$ cat src/rtl/gpu_pixel_writer.sv
// gpu_pixel_writer: buffers the line-draw pixel stream in a small FIFO, culls
// off-screen pixels, and issues one framebuffer write per on-screen pixel over
// a req/ack handshake. Writes issue strictly in acceptance order.
//
// Ports:
//   clk, rst                 clock, asynchronous active-high reset
//   pix_valid_i/pix_ready_o  input pixel handshake (ready depends only on state and rst)
//   x_i, y_i, r_i, g_i, b_i  pixel position and colour
//   mem_req_o, mem_ack_i     framebuffer write handshake
//   mem_addr_o, mem_data_o   write address (BASE_ADDR + y*FB_WIDTH + x) and {r,g,b}
//   fifo_empty_o             writer idle: FIFO empty and no request outstanding
//   drop_count_o             saturating count of culled pixels
module gpu_pixel_writer #(
  parameter int unsigned FB_WIDTH   = 640,
  parameter int unsigned FB_HEIGHT  = 480,
  parameter int unsigned FIFO_DEPTH = 8,
  parameter int unsigned ADDR_W     = 19,
  parameter int unsigned BASE_ADDR  = 0
) (
  input  logic              clk,
  input  logic              rst,
  input  logic              pix_valid_i,
  output logic              pix_ready_o,
  input  logic [10:0]       x_i,
  input  logic [9:0]        y_i,
  input  logic [7:0]        r_i,
  input  logic [7:0]        g_i,
  input  logic [7:0]        b_i,
  output logic              mem_req_o,
  input  logic              mem_ack_i,
  output logic [ADDR_W-1:0] mem_addr_o,
  output logic [23:0]       mem_data_o,
  output logic              fifo_empty_o,
  output logic [15:0]       drop_count_o
);

  localparam int unsigned PTR_W  = $clog2(FIFO_DEPTH);
  localparam int unsigned DATA_W = 24;

  typedef logic [PTR_W:0] ptr_t;

  typedef struct packed {
    logic [ADDR_W-1:0] addr;
    logic [DATA_W-1:0] data;
  } entry_t;

  typedef enum logic {
    IDLE = 1'b0,
    REQ  = 1'b1
  } state_t;

  state_t            state, next_state;
  entry_t            fifo_mem [FIFO_DEPTH];
  ptr_t              wr_ptr, rd_ptr;
  logic              fifo_full, fifo_empty;
  logic              on_screen, accept, push, drop, pop;
  logic [ADDR_W-1:0] addr_calc;
  entry_t            push_entry, head_entry;

  // Extra pointer MSB distinguishes full from empty when the indices match.
  assign fifo_empty = (wr_ptr == rd_ptr);
  assign fifo_full  = (wr_ptr[PTR_W] != rd_ptr[PTR_W]) &&
                      (wr_ptr[PTR_W-1:0] == rd_ptr[PTR_W-1:0]);

  assign pix_ready_o  = !rst && !fifo_full;
  assign fifo_empty_o = fifo_empty && (state == IDLE);

  // Address is taken modulo 2^ADDR_W; mod arithmetic makes ADDR_W-bit
  // multiply/add give the same truncated result as a wider intermediate.
  assign addr_calc = ADDR_W'(y_i) * ADDR_W'(FB_WIDTH) + ADDR_W'(x_i) + ADDR_W'(BASE_ADDR);

  assign on_screen  = (32'(x_i) < FB_WIDTH) && (32'(y_i) < FB_HEIGHT);
  assign accept     = pix_valid_i && pix_ready_o;
  assign push       = accept && on_screen;
  assign drop       = accept && !on_screen;
  assign push_entry = '{addr: addr_calc, data: {r_i, g_i, b_i}};
  assign head_entry = fifo_mem[rd_ptr[PTR_W-1:0]];

  // FIFO storage; contents need no reset since the pointers define validity.
  always_ff @(posedge clk) begin
    if (push) begin
      fifo_mem[wr_ptr[PTR_W-1:0]] <= push_entry;
    end
  end

  // FIFO pointers.
  always_ff @(posedge clk or posedge rst) begin
    if (rst) begin
      wr_ptr <= '0;
      rd_ptr <= '0;
    end else begin
      if (push) wr_ptr <= wr_ptr + ptr_t'(1);
      if (pop)  rd_ptr <= rd_ptr + ptr_t'(1);
    end
  end

  // Saturating culled-pixel counter.
  always_ff @(posedge clk or posedge rst) begin
    if (rst) begin
      drop_count_o <= '0;
    end else if (drop && (drop_count_o != 16'hFFFF)) begin
      drop_count_o <= drop_count_o + 16'd1;
    end
  end

  // Next-state and pop decision; pop only sees entries pushed on earlier edges.
  always_comb begin
    next_state = state;
    pop        = 1'b0;
    case (state)
      IDLE: begin
        if (!fifo_empty) begin
          pop        = 1'b1;
          next_state = REQ;
        end
      end
      REQ: begin
        if (mem_ack_i) begin
          if (!fifo_empty) pop = 1'b1;
          else             next_state = IDLE;
        end
      end
      default: next_state = IDLE;
    endcase
  end

  // State and registered memory-side outputs.
  always_ff @(posedge clk or posedge rst) begin
    if (rst) begin
      state      <= IDLE;
      mem_req_o  <= 1'b0;
      mem_addr_o <= '0;
      mem_data_o <= '0;
    end else begin
      state     <= next_state;
      mem_req_o <= (next_state == REQ);
      if (pop) begin
        mem_addr_o <= head_entry.addr;
        mem_data_o <= head_entry.data;
      end
    end
  end

endmodule

$ cat config.mk
export PLATFORM = sky130hd
export DESIGN_NAME = gpu_pixel_writer
export DESIGN_NICKNAME = d
export VERILOG_FILES = /design/src/rtl/gpu_pixel_writer.sv
export SDC_FILE = /design/constraint.sdc
export NUM_CORES = 1
export LEC_CHECK = 0
export ABC_AREA = 1
export CAP_MARGIN = 20
export CORE_MARGIN = 2
export CORE_UTILIZATION = 55
export DETAILED_ROUTE_END_ITERATION = 16
export PLACE_DENSITY = 0.84
export RECOVER_POWER = 50
export SLEW_MARGIN = 10
export SYNTH_ARGS = -nofsm -noshare
export SYNTH_HDL_FRONTEND = slang
export SYNTH_SLANG_ARGS = --single-unit
$ cat constraint.sdc
create_clock -name clk -period 9.3 [get_ports clk]
set_input_delay 0.93 -clock clk [delete_from_list [all_inputs] [get_ports clk]]
set_output_delay 0.93 -clock clk [all_outputs]
set_load 0.02 [all_outputs]
==> impl_metrics.py <==
metrics = {
    "critical_path": {
        "startpoint_type": "flop",
        "worstPathRequired_ns": 9.70,
        "worstSetupEndpointType": "flop",
        "crit_path_max_fanout": 65,
        "critical_path_class": "flop to flop",
        "arrival_ns": 5.76,
    },
    "floorplan": {
        "std_cell_rows": 64,
        "die-area_sq_um": 32400,
        "dieWidth_microns": 180,
        "initial_core_util_pct": 55.8,
        "die_h_microns": 180,
        "core_sq_um": 30600,
        "io_pins": 111,
    },
    "final_layout": {
        "utilization_pct": 64.3,
        "drive_gt1_share_pct": 6.34,
        "final_common_cell": "edfxtp_1",
        "fin_nets": 1526,
        "final_cell_mix": "edfxtp_1 (344), nand2_1 (246), nor2_1 (135)",
        "fillerInstances": 2117,
        "multi_input_area_sq_um": 4440,
        "syn2layout_area_growth_pct": 15.3,
        "regArea_sq_um": 12000,
    },
    "detailed_routing": {
        "drc": 0,
        "drt_wl_total_mm": 35.8,
        "num_vias": 10900,
        "drt_iter0_markers": 964,
        "antenna_left": 0,
        "wl_per_cell_microns": 19.1,
        "drt-pass1-iter-count": 5,
        "avgViaCountPerCell": 5.78,
    },
    "grt": {
        "grt_pass1_vias": 10800,
        "antenna_found_initial": 2,
        "grtUsageTotal_pct": 22.0,
        "overflow": 0,
        "grt_pass1_wl_mm": 56.8,
        "grt_max_degree": 97,
    },
    "power": {
        "combPwrFrac_pct": 31.3,
        "p_leak_uw": 0.00719,
        "clkPwrFrac_pct": 27.2,
        "ir_worst_vdd_mv": 0.160,
        "p_int_uw": 3700,
        "power.share.switching_pct": 34.7,
        "seq_power_share_pct": 41.5,
        "switchingPower_uw": 1970,
        "power.density_nw_per_um2": 288,
    },
    "flow_run": {
        "maxCapViolations": 3,
    },
    "yosys": {
        "async_flop_share_pct": 16.5,
        "ys_seq_area_share_pct": 70.5,
        "synth_edf_count": 344,
        "ys_seq_elements": 412,
        "synth-warning-count": 0,
        "syn_inst": 1354,
        "ys_types": 38,
        "synth.net_count": 1428,
        "synth.avg_cell_area_sq_um": 12.6,
        "ys.flop_type": "edfxtp_1",
        "synth.cell_area_sq_um": 17100,
    },
    "place": {
        "portBuffers": 110,
        "dp_hpwl_mm": 20.5,
        "gp_congestion": 0.877,
    },
    "sta": {
        "rsz0062_at_grt": "false",
        "max_freq_mhz": 187,
        "setup_tns_ns": 0,
        "hold_violations": 0,
        "setup_viol": 0,
        "period_share_pct": 57.6,
        "drv_slew": 137,
        "slew_headroom_pct": -104,
        "worst_slew_pin_slew_ns": 3.06,
        "finalClockSkew_ns": 0.0200,
        "fin_crit_ns": 5.36,
    },
    "clocking": {
        "cts_made_buffers": 38,
        "worstSkewPairLatency_ns": 0.53,
        "post_cts_buffers": 0,
        "cts_sinks": 412,
        "htreeDepth": 2,
        "cts_root_buffer": "clkbuf_16",
        "hold_buffers": 0,
        "path_clk_slew_ns": 0.06,
        "cts-resized-gates": 0,
        "cts_tree": "yes",
        "clk_path_buf_depth": 3,
    },
    "worst_hold_path": {
        "hold_path.class": "flop to flop",
    },
    "status": {
        "status": "finished with violations",
        "violations": "capacitance limit, slew limit",
    },
}
==> Yosys cell counts, types with 3 or more instances <==
| cell | count | area, sq um |
|---|---|---|
| o211ai_1 | 21 | 158 |
| buf_6 | 8 | 90.1 |
| o21ai_0 | 109 | 546 |
| nor3_1 | 13 | 65.1 |
| inv_1 | 51 | 191 |
| nand4_1 | 11 | 68.8 |
| nand2_1 | 245 | 920 |
| buf_2 | 20 | 100 |
| nand3_1 | 107 | 536 |
| buf_4 | 9 | 67.6 |
| nand2_2 | 3 | 18.8 |
| edfxtp_1 | 344 | 10300 |
| xor2_1 | 18 | 158 |
| mux2i_1 | 42 | 420 |
| nor2_4 | 3 | 33.8 |
| xnor2_1 | 7 | 61.3 |
| ha_1 | 23 | 288 |
| nor2_1 | 134 | 503 |
| o221ai_1 | 42 | 368 |
| clkbuf_1 | 35 | 131 |
| dfrtp_1 | 68 | 1700 |
| o21ai_1 | 18 | 90.1 |
==> through the flow <==
stage / instances / cell area [sq um] / total power [uW] / setup slack, ns / hold slack (ns)
global placement: 1808 / 18500 / 4140 / 5.41 / 0.464
CTS: 1878 / 19700 / 5750 / 5.58 / 0.483
global route: 1878 / 19700 / 5960 / 3.48 / 0.497
detailed placement: 1808 / 18500 / 4200 / 5.31 / 0.469
finish: 1879 / 19700 / 5670 / 3.94 / 0.475
floorplan: 1354 / 17100 / 3600 / 2.87 / 0.464
==> power groups by stage <==
| stage | Sequential, uW | Combinational [uW] | Clock, uW |
|---|---|---|---|
| 3_3_place_gp | 2390 | 1750 | 0 |
| 5_1_grt | 2370 | 1950 | 1640 |
| 4_1_cts | 2350 | 1830 | 1560 |
| 6_report | 2350 | 1770 | 1540 |
| 2_1_floorplan | 2470 | 1120 | 0 |
| 3_5_place_dp | 2390 | 1810 | 0 |
==> sequential cells by signal, summed over array words and instances, names as in the netlist <==
| signal | cells |
|---|---|
| fifo_mem | 344 |
| mem_data_o | 24 |
| mem_addr_o | 19 |
| drop_count_o | 16 |
| rd_ptr | 4 |
| wr_ptr | 4 |
| state | 1 |
==> worst max-delay path, stage by stage (launching register included) <==
cell and delay [ns]:
dfrtp_1 1.30, xnor2_1 0.20, nand2_1 0.07, nor2_1 0.30
nand2_2 0.10, nand2_2 0.07, clkbuf_1 2.14, inv_6 0.45
nand3_1 0.43, nand2_1 0.09
==> layer usage <==
metal / part of all wire (%) / track usage (%)
met1: 41 / 28.8
met4: 3.0 / 7.58
met3: 6.8 / 3.44
met5: 0 / 0
met2: 50 / 37.8
==> cells by family after synthesis <==
group           synth area share (%)
simple gates                    13.0
flops                           70.5
compound gates                  7.19
buf+inv                         3.50
mux                             2.46
xor+xnor                        1.38
fa+ha+maj                       1.92
==> layout make-up <==
cell class                      count  share of cell area [%]
Timing Repair Buffer              130                    6.30
Inverter                           54                    1.08
Sequential cell                   412                    61.2
Antenna cell                        1                  0.0127
Multi-Input combinational cell    816                    22.6
Clock inverter                     21                    1.15
Tap cell                          396                    2.52
Clock buffer                       49                    5.20
==> worst paths after layout <==
path,start,endpoint,slack [ns],cells past startpoint
max reg2reg,rd_ptr[0]$_DFFE_PP0P_,mem_addr_o[18]$_DFFE_PP0P_,3.94,9
min,mem_data_o[13]$_DFFE_PP0P_,mem_data_o[13]$_DFFE_PP0P_,0.47,2
max in group asynchronous,rst,rd_ptr[1]$_DFFE_PP0P_,5.03,3
max,rd_ptr[0]$_DFFE_PP0P_,mem_addr_o[18]$_DFFE_PP0P_,3.94,9
min in group asynchronous,rst,state$_DFF_PP0_,1.22,2
min reg2reg,mem_data_o[13]$_DFFE_PP0P_,mem_data_o[13]$_DFFE_PP0P_,0.47,2
Power figures use the tool's default switching activity.
